--- src/rtl/tmnt_video_pkg.sv ---
// Shared definitions for the palette colour bus: region tags, control-register
// bit positions, and special pixel codes.
package tmnt_video_pkg;

  typedef enum logic [1:0] {
    REG_FIX = 2'b00,
    REG_LA  = 2'b01,
    REG_LB  = 2'b10,
    REG_OBJ = 2'b11
  } region_e;

  localparam int unsigned CTRL_AB_SWAP = 0;
  localparam int unsigned CTRL_SHD_EN  = 1;
  localparam int unsigned CTRL_OBJ_TOP = 2;
  localparam int unsigned CTRL_W       = 3;

  localparam logic [3:0] PIX_TRANSP = 4'h0;
  localparam logic [3:0] PIX_SHADOW = 4'hF;

  typedef struct packed {
    logic [3:0] pal;
    logic [3:0] pix;
  } px_t;

  function automatic logic is_opaque(input px_t p, input logic en);
    return en && (p.pix != PIX_TRANSP);
  endfunction

endpackage

--- src/rtl/tmnt_prio_sel.sv ---
// Stage-2 resolver: picks the winning layer, applies sprite shadow and blanking.
// Purely combinational; the parent registers the result.
module tmnt_prio_sel
  import tmnt_video_pkg::*;
(
  input  px_t               fix,
  input  px_t               la,
  input  px_t               lb,
  input  px_t               obj,
  input  logic              obj_pri,
  input  logic [3:0]        op,
  input  logic [CTRL_W-1:0] ctrl,
  input  logic [9:0]        bg,
  input  logic              blank,
  output logic [9:0]        cd,
  output logic              shadow
);

  logic    fix_op, la_op, lb_op, obj_op;
  logic    front_op, back_op;
  px_t     front_px, back_px;
  region_e front_rg, back_rg;
  logic    obj_above, obj_wins, obj_shd;

  assign {obj_op, lb_op, la_op, fix_op} = op;

  always_comb begin
    front_px = ctrl[CTRL_AB_SWAP] ? lb : la;
    back_px  = ctrl[CTRL_AB_SWAP] ? la : lb;
    front_rg = ctrl[CTRL_AB_SWAP] ? REG_LB : REG_LA;
    back_rg  = ctrl[CTRL_AB_SWAP] ? REG_LA : REG_LB;
    front_op = ctrl[CTRL_AB_SWAP] ? lb_op : la_op;
    back_op  = ctrl[CTRL_AB_SWAP] ? la_op : lb_op;

    // A low-priority sprite still wins when the front layer is see-through,
    // so the whole priority ladder collapses to one "does OBJ win" test.
    obj_above = !obj_pri || ctrl[CTRL_OBJ_TOP];
    obj_wins  = !fix_op && obj_op && (obj_above || !front_op);
    obj_shd   = obj_wins && ctrl[CTRL_SHD_EN] && (obj.pix == PIX_SHADOW);

    cd     = bg;
    shadow = 1'b0;
    if (!blank) begin
      shadow = obj_shd;
      if (fix_op)
        cd = {REG_FIX, fix};
      else if (obj_wins && !obj_shd)
        cd = {REG_OBJ, obj};
      else if (front_op)
        cd = {front_rg, front_px};
      else if (back_op)
        cd = {back_rg, back_px};
    end
  end

endmodule

--- src/rtl/tmnt_color_mixer.sv ---
// Palette colour bus transmitter: two ce_pix-advanced stages merging FIX, layer A,
// layer B and sprite pixels into CD/SHADOW/NCBLK, all driven from registers.
module tmnt_color_mixer
  import tmnt_video_pkg::*;
#(
  parameter int unsigned PIPE_DLY = 2,
  parameter logic [9:0]  BG_RESET = 10'h000
) (
  input  logic        clk_sys,
  input  logic        NRESET,
  input  logic        ce_pix,
  input  logic [7:0]  FIX_PX,
  input  logic [7:0]  LA_PX,
  input  logic [7:0]  LB_PX,
  input  logic [8:0]  OBJ_PX,
  input  logic        HBLK,
  input  logic        VBLK,
  input  logic [3:0]  LAYER_EN,
  input  logic        REG_WR,
  input  logic        REG_SEL,
  input  logic [9:0]  REG_DIN,
  output logic [9:0]  CD,
  output logic        SHADOW,
  output logic        NCBLK
);

  if (PIPE_DLY != 2) begin : g_bad_pipe_dly
    $error("tmnt_color_mixer: PIPE_DLY must be 2");
  end

  logic [CTRL_W-1:0] ctrl_q, ctrl_nx;
  logic [9:0]        bg_q, bg_nx;

  px_t               s1_fix, s1_la, s1_lb, s1_obj;
  logic              s1_pri;
  logic [3:0]        s1_op;
  logic              s1_hblk, s1_vblk;
  logic [CTRL_W-1:0] s1_ctrl;
  logic [9:0]        s1_bg;

  logic [9:0]        mix_cd;
  logic              mix_shd;

  // Write-through so a write coinciding with ce_pix reaches that same sample.
  always_comb begin
    ctrl_nx = ctrl_q;
    bg_nx   = bg_q;
    if (REG_WR && !REG_SEL) ctrl_nx = REG_DIN[CTRL_W-1:0];
    if (REG_WR &&  REG_SEL) bg_nx   = REG_DIN;
  end

  always_ff @(posedge clk_sys) begin
    if (!NRESET) begin
      ctrl_q  <= '0;
      bg_q    <= BG_RESET;
      s1_fix  <= '0;
      s1_la   <= '0;
      s1_lb   <= '0;
      s1_obj  <= '0;
      s1_pri  <= 1'b0;
      s1_op   <= '0;
      s1_hblk <= 1'b0;
      s1_vblk <= 1'b0;
      s1_ctrl <= '0;
      s1_bg   <= BG_RESET;
      CD      <= BG_RESET;
      SHADOW  <= 1'b0;
      NCBLK   <= 1'b0;
    end else begin
      ctrl_q <= ctrl_nx;
      bg_q   <= bg_nx;
      if (ce_pix) begin
        s1_fix  <= FIX_PX;
        s1_la   <= LA_PX;
        s1_lb   <= LB_PX;
        s1_obj  <= OBJ_PX[7:0];
        s1_pri  <= OBJ_PX[8];
        s1_op   <= {is_opaque(OBJ_PX[7:0], LAYER_EN[3]),
                    is_opaque(LB_PX,       LAYER_EN[2]),
                    is_opaque(LA_PX,       LAYER_EN[1]),
                    is_opaque(FIX_PX,      LAYER_EN[0])};
        s1_hblk <= HBLK;
        s1_vblk <= VBLK;
        s1_ctrl <= ctrl_nx;
        s1_bg   <= bg_nx;
        CD      <= mix_cd;
        SHADOW  <= mix_shd;
        NCBLK   <= ~(s1_hblk | s1_vblk);
      end
    end
  end

  tmnt_prio_sel u_prio_sel (
    .fix     (s1_fix),
    .la      (s1_la),
    .lb      (s1_lb),
    .obj     (s1_obj),
    .obj_pri (s1_pri),
    .op      (s1_op),
    .ctrl    (s1_ctrl),
    .bg      (s1_bg),
    .blank   (s1_hblk | s1_vblk),
    .cd      (mix_cd),
    .shadow  (mix_shd)
  );

endmodule

--- config.mk ---
export PLATFORM = sky130hd
export DESIGN_NAME = tmnt_color_mixer
export DESIGN_NICKNAME = d
export VERILOG_FILES = /design/src/rtl/tmnt_video_pkg.sv /design/src/rtl/tmnt_prio_sel.sv /design/src/rtl/tmnt_color_mixer.sv
export SDC_FILE = /design/constraint.sdc
export NUM_CORES = 1
export LEC_CHECK = 0
export ABC_AREA = 1
export BUFFER_PORTS_ARGS = -buffer_cell sky130_fd_sc_hd__buf_2
export CORE_AREA = 2 2 101 83
export CTS_CLUSTER_SIZE = 40
export DETAILED_ROUTE_END_ITERATION = 8
export DIE_AREA = 0 0 103 85
export PLACE_DENSITY_LB_ADDON = 0.1
export SETUP_SLACK_MARGIN = 0.05
export SLEW_MARGIN = 25
export SYNTH_ARGS = -nofsm -noshare
export SYNTH_HDL_FRONTEND = slang
export SYNTH_HIERARCHICAL = 1
export SYNTH_SLANG_ARGS = --single-unit
--- constraint.sdc ---
create_clock -name clk_sys -period 2.94 [get_ports clk_sys]
set_input_delay 0.147 -clock clk_sys [delete_from_list [all_inputs] [get_ports clk_sys]]
set_output_delay 0.147 -clock clk_sys [all_outputs]
set_load 0.01 [all_outputs]
After elaboration in Yosys (flattened, before gate mapping)
Index checks and enable logic that the tools add are counted.

word-level totals
  bits in registers = 77
  bits of input ports = 54

cells by class
  muxes and demuxes = 14
  bitwise operators = 2
  reductions and logical operators = 22
  eq/ne operators = 1

operators with widths
  operator            number
  $mux 10             6
  $mux 8              2
  $reduce_bool 4->1   4
  $logic_and 1x1->1   11
  $logic_not 1->1     5
  $eq 4x4->1 const B  1
  $mux 2              2
  $mux 1              3
  $mux 3              1
  $logic_or 1x1->1    2
  $not 1->1           1
  $or 1x1->1          1

Longest topological paths before layout
Gate-level depths: netlist of run 1.

  depth in word-level cells = 11
  gate-level depth with buffers = 12
  depth with buffers taken out = 11

By module
Netlist of run 1, hierarchy kept.

modules (own cells, without submodules)
  module            cells each  times used  seq. area each (um2)  area an instance (um2)
  tmnt_color_mixer  374         1           1,541.5               2,845.2
  tmnt_prio_sel     157         1           0.0                   872.1

Worst setup path before layout of run 1
OpenSTA, ideal clock, no wires.

  path type = register to register
  start = register s1_ctrl[0]
  end = register CD[8]
  data required time = 2,824 ps
  data arrival time = 1,289 ps
  path slack = 1,535 ps
  cell stages (with the launch flop) = 12
  path buffers = 2
  cell sequence = dfxtp_1 > buf_6 > inv_6 > nand2_8 > nand2_8 > nand2_4 > nand3_4 > buf_6 > nand2_1 > a22o_1 > nor2_1 > nor2_1

between the ends
  longest elaborated chain between the ends = 11
  elaborated cells between the ends (all ways) = 16

RTL lines
  what                            line                    RTL
  from (decl)                     tmnt_color_mixer.sv:38  logic [CTRL_W-1:0] s1_ctrl;
  from (signal assigned)          tmnt_color_mixer.sv:84  s1_ctrl <= ctrl_nx;
  $mux 1                          tmnt_prio_sel.sv:32     front_op = ctrl[CTRL_AB_SWAP] ? lb_op : la_op;
  $logic_not 1->1                 tmnt_prio_sel.sv:38     obj_wins = !fix_op && obj_op && (obj_above || !front_op);
  $logic_or 1x1->1                tmnt_prio_sel.sv:38
  $logic_and 1x1->1               tmnt_prio_sel.sv:38
  $logic_and 1x1->1 (2 in a row)  tmnt_prio_sel.sv:39     obj_shd = obj_wins && ctrl[CTRL_SHD_EN] && (obj.pix == PIX_SHADOW);
  $logic_not 1->1                 tmnt_prio_sel.sv:47     else if (obj_wins && !obj_shd)
  $logic_and 1x1->1               tmnt_prio_sel.sv:47
  $mux 10 (*)                     tmnt_prio_sel.sv:47
  $mux 10 (*)                     tmnt_prio_sel.sv:45     if (fix_op)
  $mux 10 (*)                     tmnt_prio_sel.sv:43     if (!blank) begin
  via mix_cd[8]                   tmnt_color_mixer.sv:41  logic [9:0] mix_cd;
  to (signal assigned)            tmnt_color_mixer.sv:86  CD <= mix_cd;
  to (decl)                       tmnt_color_mixer.sv:22  output logic [9:0] CD,

The timed path passes the listed nets; every way through them passes the cells marked *.
A chain may end at the register's enable or synchronous reset.

Worst setup path in the final report of run 1
  start = register s1_ctrl[0]
  end = register CD[6]

The elaborated chain is that of the path after synthesis.

==> results of run 1 <==
==> logic make-up after synthesis <==
kind of cell,Yosys count
flip-flops,77
buffers and inverters,65
AO/OA/AOI/OAI,110
AND/OR/NAND/NOR,279
==> final timing paths <==
kind	slack [ps]	cells after the start	start	to
worst max register to register	860	11	s1_ctrl[0]	CD[6]
worst min-delay path	20	3	LA_PX[4]	s1_la[4]
worst min register to register	470	2	ctrl_q[0]	ctrl_q[0]
worst max-delay path	860	11	s1_ctrl[0]	CD[6]
==> worst register-to-register path, cell delays in order, from the launching register on <==
cell and delay, ps:
dfxtp_1 780, inv_6 180, nand2_8 120, nand2_8 80
nand2_4 80, nand3_4 190, nor2_1 160, nor2_1 50
nand2_1 100, a21oi_2 60, nor2_1 120, nor2_1 60
==> synth_stat cells <==
cell type    n  share of area
nor3_1       1         0.0013
inv_6        1         0.0024
buf_4        9          0.018
a22o_1       2         0.0047
o21ai_1      3         0.0040
buf_6        4          0.012
o211ai_1     9          0.018
a21oi_2      7          0.016
inv_4        1         0.0017
o21ai_0     63          0.085
or2_2        1         0.0017
nand2_2      4         0.0067
inv_1       32          0.032
nand3_1     34          0.046
nand3b_1     7          0.014
inv_2        1         0.0010
nor2_1     143           0.14
nand2_4      2         0.0061
nand3_2      7          0.019
dfxtp_1     77           0.41
clkinv_1     1         0.0010
nand2_1     77          0.078
a21oi_1     25          0.034
nand3_4      1         0.0047
buf_2       13          0.018
o21a_1       1         0.0020
clkbuf_1     3         0.0030
nand2_8      2          0.011
==> layer usage <==
layer  global-route usage  up-vias
li1                     -     1827
met1                0.357     1631
met2                0.365      107
met3               0.0610       11
met4               0.0694        0
met5                    0        -
==> stage by stage <==
step,util,setup slack [ps],cell area (sq um)
6_report,0.551,862,4280
5_1_grt,0.551,644,4280
4_1_cts,0.551,898,4280
3_5_place_dp,0.517,909,4010
3_3_place_gp,0.517,971,4010
2_1_floorplan,-,1540,3720
==> flip-flops by register name (all words and copies together) (netlist names) <==
name / flops
bg_q: 10
ctrl_q: 3
s1_lb: 8
s1_fix: 8
s1_op: 4
s1_bg: 10
SHADOW: 1
NCBLK: 1
s1_vblk: 1
s1_la: 8
s1_hblk: 1
s1_pri: 1
s1_obj: 8
CD: 10
s1_ctrl: 3
==> final cells by class <==
cell class	instances	share of cell area
inverter	36	0.0333
sequential	77	0.360
timing repair buffer	71	0.0883
multi-input combinational	389	0.431
clock buffer	10	0.0298
tap	108	0.0316
clock inverter	6	0.0260
==> power by group through the flow <==
stage	Clock (mW)	Sequential [mW]	Combinational [mW]
after floorplan	0	1.17	0.300
after global placement	0	1.19	0.396
after detailed placement	0	1.19	0.400
after CTS	0.980	1.17	0.405
after global routing	1.03	1.18	0.466
final	0.955	1.17	0.406
==> flow_summary.json, run 1 <==
{
  "met1Wirelength_um": 4960,
  "worst-path-buf-inv": 1,
  "synth_compound_area_frac": 0.164,
  "antenna_cells": 0,
  "syn2layout_area_growth_pct": 15.1,
  "post-route-period-util": 0.707,
  "wl_um": 9840,
  "comb_power_share": 0.160,
  "htreeDepth": 3,
  "power.total_mw": 2.53,
  "max_stage_delay_ps": 780,
  "syn-cell-area_sq_um": 3720,
  "die_w_um": 103,
  "met2_length_um": 4210,
  "regArea_sq_um": 1540,
  "synth.avg_cell_area_sq_um": 7.00,
  "antenna_found_initial": 0,
  "ir_drop_v": 0.000352,
  "synth_xor_area_frac": 0,
  "grt_usage": 0.247,
  "syn_nets": 585,
  "p_clk_frac": 0.377,
  "synth_simple_gate_area_frac": 0.332,
  "wl_met3_um": 546,
  "fmax_mhz": 481,
  "critPathRequiredTime_ps": 3190,
  "nets": 638,
  "synthCells": 531,
  "maxCapViolations": 0,
  "grt_pass1_wl_um": 16600,
  "ys_ff_latch": 77,
  "cts_num_sinks": 77,
  "yosysSeqAreaShare": 0.415,
  "dieArea_sq_um": 8760,
  "holdWs_ps": 16.0,
  "period_needed_ps": 2080,
  "drive_gt1_frac": 0.187,
  "vias": 3576,
  "endpoint_kind": "flip-flop",
  "finalNonFillerCells": 697,
  "drt_iter0_drc": 210,
  "synthMuxAreaShare": 0,
  "dp_cells": 678,
  "clockBufferDepth": 2,
  "port_buffers": 65,
  "hp-class": "input pin to flip-flop",
  "start_util": 0.479,
  "post-route-drc-count": 0,
  "rsz0062_at_grt": "false",
  "yosysUniqueCellTypes": 28,
  "dp_hpwl_um": 7060,
  "final_cell_mix": "143 x nor2_1, 77 x dfxtp_1, 77 x nand2_1, 65 x buf_2, 63 x o21ai_0",
  "worst-slew-pin-transition_ps": 699,
  "p_seq_frac": 0.463,
  "multi_input_area_sq_um": 1840,
  "drt_pass1_iterations": 5,
  "top_layer": "met4",
  "switching_share": 0.275,
  "clkTransAtPathRegs_ps": 80,
  "setup_viol": 0,
  "critical_path.top_delay_family": "simple AND/OR/NAND/NOR gates",
  "intPower_mw": 1.84,
  "grt_max_degree": 49,
  "fillers": 817,
  "worstPathCellList": "inv_6 > nand2_8 > nand2_8 > nand2_4 > nand3_4 > nor2_1 > nor2_1 > nand2_1 > a21oi_2 > nor2_1 > nor2_1",
  "worst_setup_path_start_kind": "flip-flop",
  "arrival_ps": 2330,
  "path_common_cell": "nor2_1",
  "report.final.slew_viol_count": 0,
  "routabilityCongestion": 0.955,
  "crit_fanout": 20,
  "post_cts_resized": 0,
  "p_leak_nw": 2.04,
  "ctsHoldBuffers": 3,
  "crit_slowest_cell": "dfxtp_1",
  "final_common_cell": "nor2_1",
  "overflow": 0,
  "switchingPower_mw": 0.698,
  "rows": 29,
  "worst_skew_pair.late_latency_ps": 350,
  "cts_root_buffer": "clkbuf_8",
  "io_pins": 66,
  "ant_nets": 0,
  "status": "complete, no violations",
  "cts_buffers": 9,
  "cts_tree": "built",
  "fp.dieH_um": 85,
  "grt_pass1_vias": 3326,
  "fin_skew_ps": 6.15,
  "path_class": "flip-flop to flip-flop",
  "synth_top_family_by_area": "simple AND/OR/NAND/NOR gates",
  "hold_violations": 0,
  "wl_per_cell_um": 14.1,
  "core-area_sq_um": 7760,
  "yosys_warnings": 6,
  "tns_ps": 0,
  "vias_per_cell": 5.13,
  "synthAdderAreaFrac": 0,
  "power.density_nw_per_um2": 592,
  "post_cts_buffers": 0,
  "slew_headroom": 0.534
}
(Power assumes the default switching activity.)
==> run 2: changes to the inputs <==
==> constraint.sdc (replaced) <==
create_clock -name clk_sys -period 2.1 [get_ports clk_sys]
set_input_delay 0.105 -clock clk_sys [delete_from_list [all_inputs] [get_ports clk_sys]]
set_output_delay 0.105 -clock clk_sys [all_outputs]
set_load 0.01 [all_outputs]
==> run 2 against run 1 <==
Effect of this change: final cell count grew 4.6%; fmax grew 14%; global-route usage fell by 0.84 points; setup slack worse by 590 ps; clock skew shrank 0.79 ps; clock power is 31% higher; sequential power up 39%; core utilization increased by 3.8 points; via count is 1.7% higher; register-to-register slack worse by 590 ps; largest power group unchanged; highest routed layer unchanged.
==> flow_summary.json, run 2 (synthesized netlist as in run 1, its figures left out) <==
{
  "critPathRequiredTime_ps": 2350,
  "tns_ps": 0,
  "hold_path_depth": 3,
  "crit_fanout": 18,
  "io_pins": 66,
  "report.final.slew_viol_count": 0,
  "clkTransAtPathRegs_ps": 80,
  "reg2regPathDepth": 11,
  "start_util": 0.479,
  "port_buffers": 65,
  "slew_headroom": 0.690,
  "grt_max_degree": 50,
  "dp_hpwl_um": 7130,
  "endpoint_kind": "flip-flop",
  "fmax_mhz": 548,
  "fillers": 814,
  "antenna_cells": 0,
  "switching_share": 0.288,
  "grt_pass1_vias": 3322,
  "power.density_nw_per_um2": 766,
  "intPower_mw": 2.49,
  "nets": 670,
  "post-route-drc-count": 0,
  "fp.dieH_um": 85,
  "routabilityCongestion": 0.943,
  "syn2layout_area_growth_pct": 23.1,
  "vias_per_cell": 4.99,
  "rows": 29,
  "worst-slew-pin-transition_ps": 465,
  "dp_cells": 681,
  "comb_power_share": 0.178,
  "hp-class": "input pin to flip-flop",
  "regArea_sq_um": 1540,
  "ir_drop_v": 0.000378,
  "drt_iter0_drc": 148,
  "status": "complete, no violations",
  "hold_path_end": "s1_fix[1]",
  "multi_input_area_sq_um": 1840,
  "holdWs_ps": 14.2,
  "reg_top3": "CD (10), bg_q (10), s1_bg (10)",
  "ant_nets": 0,
  "clockBufferDepth": 2,
  "dieArea_sq_um": 8760,
  "cts_buffers": 9,
  "wl_per_cell_um": 13.9,
  "p_clk_frac": 0.357,
  "switchingPower_mw": 1.01,
  "grt_pass1_wl_um": 16200,
  "cts_root_buffer": "clkbuf_8",
  "path_class": "flip-flop to flip-flop",
  "grt_usage": 0.238,
  "drive_gt1_frac": 0.184,
  "regToRegStartpoint": "s1_ctrl[0]",
  "final_common_cell": "nor2_1",
  "final_cell_mix": "143 x nor2_1, 77 x dfxtp_1, 77 x nand2_1, 65 x buf_2, 63 x o21ai_0",
  "fin_skew_ps": 5.36,
  "cts_tree": "built",
  "worst_setup_path_start_kind": "flip-flop",
  "p_leak_nw": 2.17,
  "r2r_slack_ps": 280,
  "arrival_ps": 2070,
  "hold_violations": 0,
  "period_needed_ps": 1820,
  "cts_num_sinks": 77,
  "power.total_mw": 3.50,
  "p_seq_frac": 0.465,
  "maxCapViolations": 0,
  "worst_skew_pair.late_latency_ps": 350,
  "antenna_found_initial": 0,
  "post-route-period-util": 0.869,
  "setup_viol": 0,
  "drt_pass1_iterations": 4,
  "timing.rr.end": "CD[5]",
  "finalNonFillerCells": 729,
  "hp-start": "FIX_PX[1]",
  "wl_um": 10100,
  "core-area_sq_um": 7760,
  "die_w_um": 103,
  "vias": 3638,
  "htreeDepth": 3,
  "overflow": 0,
  "rsz0062_at_grt": "false"
}
-- run 2: cell types whose count changed in the layout (fill, tap and decap cells not counted) --
cell	delta
dlygate4sd3_1	+29
buf_4	+3
bufinv_16	-1
clkbuf_1	-1
clkinv_4	+1
inv_6	+1
-- run 2: cell type report --
cell class / count / share of cell area
clock buffer: 9 / 0.0271
clock inverter: 7 / 0.0216
inverter: 36 / 0.0312
multi-input combinational: 389 / 0.403
sequential: 77 / 0.337
tap: 108 / 0.0295
timing repair buffer: 103 / 0.151
-- run 2: power groups by stage --
stage | Combinational, mW | Clock [mW] | Sequential (mW)
after floorplan | 0.420 | 0 | 1.64
after global placement | 0.573 | 0 | 1.66
after detailed placement | 0.575 | 0 | 1.66
after CTS | 0.623 | 1.28 | 1.63
after global routing | 0.704 | 1.33 | 1.64
final | 0.625 | 1.25 | 1.63
-- run 2: worst max-delay path by stage --
stage | slack (ps) | end | start | cells past startpoint
after floorplan | 700 | CD[8] | s1_ctrl[0] | 11
final | 280 | CD[5] | s1_ctrl[0] | 11
after detailed placement | 290 | CD[5] | s1_ctrl[0] | 11
after CTS | 280 | CD[5] | s1_ctrl[0] | 11
after global routing | 90 | CD[5] | s1_ctrl[0] | 11
after global placement | 310 | CD[5] | s1_ctrl[0] | 11
-- run 2: critical path: stages, from the launching register on --
cell and delay, ps:
dfxtp_1 560, inv_6 140, nand2_8 100, nand2_8 80
nand2_4 80, nand3_4 200, nor2_1 200, nor2_1 60
nand2_1 70, a21oi_2 70, nor2_1 100, nor2_1 50
-- run 2: timing repair --
item,4_1_cts,5_1_grt
endpoints found under the hold margin,32,0
buffers inserted,0,0
hold buffers,32,0
gates resized for setup,0,0
-- run 2: per-stage QoR --
step	setup WS [ps]	area (sq um)	utilization
after floorplan	695	3720	-
after global placement	312	4030	0.519
after detailed placement	287	4030	0.519
after CTS	276	4580	0.589
after global routing	88.3	4580	0.589
final	275	4580	0.589
-- run 2: per-layer routing --
layer	vias to the layer above	wire, um	share of wire	global-route usage
li1	1884	-	-	-
met1	1670	5190	0.51	0.342
met2	75	4450	0.44	0.371
met3	9	345	0.034	0.0395
met4	0	115	0.011	0.0646
met5	-	0	0	0
==> run 3: changes to the inputs <==
--- a/config.mk
+++ b/config.mk
@@ -11,7 +11,7 @@
 export CTS_CLUSTER_SIZE = 40
 export DETAILED_ROUTE_END_ITERATION = 8
 export DIE_AREA = 0 0 103 85
-export PLACE_DENSITY_LB_ADDON = 0.1
+export PLACE_DENSITY = 0.7
 export SETUP_SLACK_MARGIN = 0.05
 export SLEW_MARGIN = 25
 export SYNTH_ARGS = -nofsm -noshare
==> run 3 against run 2 <==
Effect of this change: die area unchanged; sequential cell count is the same; core utilization rose by 0.16 points; clock power about the same; power about the same; clock skew rose by 3.9 ps; highest routed layer unchanged; first-iteration DRC count up 50%.
==> flow_summary.json, run 3 (synthesized netlist as in run 1, its figures left out) <==
{
  "status": "complete, no violations",
  "vias": 3685,
  "dieArea_sq_um": 8760,
  "endpoint_kind": "flip-flop",
  "rsz0062_at_grt": "false",
  "cts_num_sinks": 77,
  "crit_fanout": 18,
  "worst-slew-pin-transition_ps": 465,
  "vias_per_cell": 5.05,
  "power.density_nw_per_um2": 763,
  "fin_skew_ps": 9.27,
  "overflow": 0,
  "cts_root_buffer": "clkbuf_8",
  "ant_nets": 0,
  "fp.dieH_um": 85,
  "wl_per_cell_um": 13.4,
  "rows": 29,
  "syn2layout_area_growth_pct": 23.5,
  "htreeDepth": 3,
  "core-area_sq_um": 7760,
  "grt_max_degree": 49,
  "report.final.slew_viol_count": 0,
  "tns_ps": 0,
  "hp-start": "FIX_PX[0]",
  "setup_viol": 0,
  "place_area_sq_um": 4050,
  "post-route-period-util": 0.807,
  "crit_start": "s1_ctrl[0]",
  "cts_buffers": 9,
  "reg2regPathDepth": 11,
  "io_pins": 66,
  "final_common_cell": "nor2_1",
  "dp_worst_setup_slack_ps": 273,
  "grt_usage": 0.234,
  "clkTransAtPathRegs_ps": 80,
  "dp_hpwl_um": 6780,
  "post-route-drc-count": 0,
  "nets": 670,
  "critPathRequiredTime_ps": 2350,
  "cts_tree": "built",
  "fillers": 795,
  "path_class": "flip-flop to flip-flop",
  "ir_drop_v": 0.000459,
  "finalNonFillerCells": 729,
  "antenna_cells": 0,
  "regToRegStartpoint": "s1_ctrl[0]",
  "r2r_slack_ps": 410,
  "holdWs_ps": 10.9,
  "port_buffers": 65,
  "p_leak_nw": 2.17,
  "hold_path_end": "s1_fix[0]",
  "fmax_mhz": 590,
  "maxCapViolations": 0,
  "die_w_um": 103,
  "drt_iter0_drc": 222,
  "worst_setup_path_start_kind": "flip-flop",
  "regArea_sq_um": 1540,
  "timing.rr.end": "CD[6]",
  "post_cts_buffers": 0,
  "arrival_ps": 1940,
  "drive_gt1_frac": 0.185,
  "slew_headroom": 0.690,
  "drt_pass1_iterations": 5,
  "fin_ws_ps": 405,
  "start_util": 0.479,
  "hp-class": "input pin to flip-flop",
  "dp_cells": 681,
  "grt_pass1_wl_um": 16300,
  "multi_input_area_sq_um": 1840,
  "clockBufferDepth": 2,
  "wl_um": 9750,
  "hold_violations": 0,
  "routabilityCongestion": 0.900,
  "worst_skew_pair.late_latency_ps": 350,
  "reg_top3": "CD (10), bg_q (10), s1_bg (10)",
  "antenna_found_initial": 0,
  "hold_path_depth": 3,
  "fin_area_sq_um": 4590,
  "grt_pass1_vias": 3487,
  "period_needed_ps": 1690,
  "final_cell_mix": "143 x nor2_1, 77 x nand2_1, 76 x dfxtp_1, 65 x buf_2, 63 x o21ai_0"
}
run 3: cell count changes in the layout (fill, tap and decap cells not counted):
| cell | previous run | this run |
|---|---|---|
| dfxtp_2 | 0 | 1 |
| clkinvlp_4 | 1 | 2 |
| buf_4 | 6 | 5 |
| clkinv_4 | 2 | 1 |
| dfxtp_1 | 77 | 76 |
| buf_12 | 0 | 1 |
run 3: worst max path at each step:
stage            end  slack (ps)  cells after the start
6_report       CD[6]         410                     11
5_1_grt        CD[6]         240                     11
4_1_cts        CD[0]         250                     11
3_5_place_dp   CD[6]         270                     11
3_3_place_gp   CD[6]         340                     11
2_1_floorplan  CD[8]         700                     11
run 3: timing repair:
item / CTS / global route
hold endpoints to repair: 32 / 0
hold buffers: 32 / 0
setup endpoints to repair: 0 / 1
gates resized for setup: 0 / 1
run 3: cell type report:
class                   instances  area share
clock inverters                 7      0.0213
well taps                     108      0.0294
inverters                      36      0.0311
repair buffers                103       0.153
clock buffers                   9      0.0270
multi-input cells             389       0.402
flip-flops and latches         77       0.336
run 3: metrics by stage:
step | total power, mW | util
global route | 3.68 | 0.591
detailed placement | 2.23 | 0.521
global placement | 2.22 | 0.521
CTS | 3.52 | 0.591
finish | 3.50 | 0.591
floorplan | 2.06 | -
run 3: layer usage:
metal	GRT usage	part of all wire
met1	0.338	0.49
met2	0.357	0.45
met3	0.0544	0.050
met4	0.0538	0.012
met5	0	0
run 3: power by group:
part	switching [mW]	internal, mW
Sequential	0.0701	1.56
Combinational	0.363	0.263
Clock	0.574	0.673
Total	1.01	2.49
run 3: worst max-delay path: stages (launching register included):
cell and delay, ps:
dfxtp_2 480, inv_6 120, nand2_8 90, nand2_8 80
nand2_4 80, nand3_4 190, nor2_1 150, nor2_1 50
nand2_1 70, a21oi_2 50, nor2_1 140, nor2_1 60
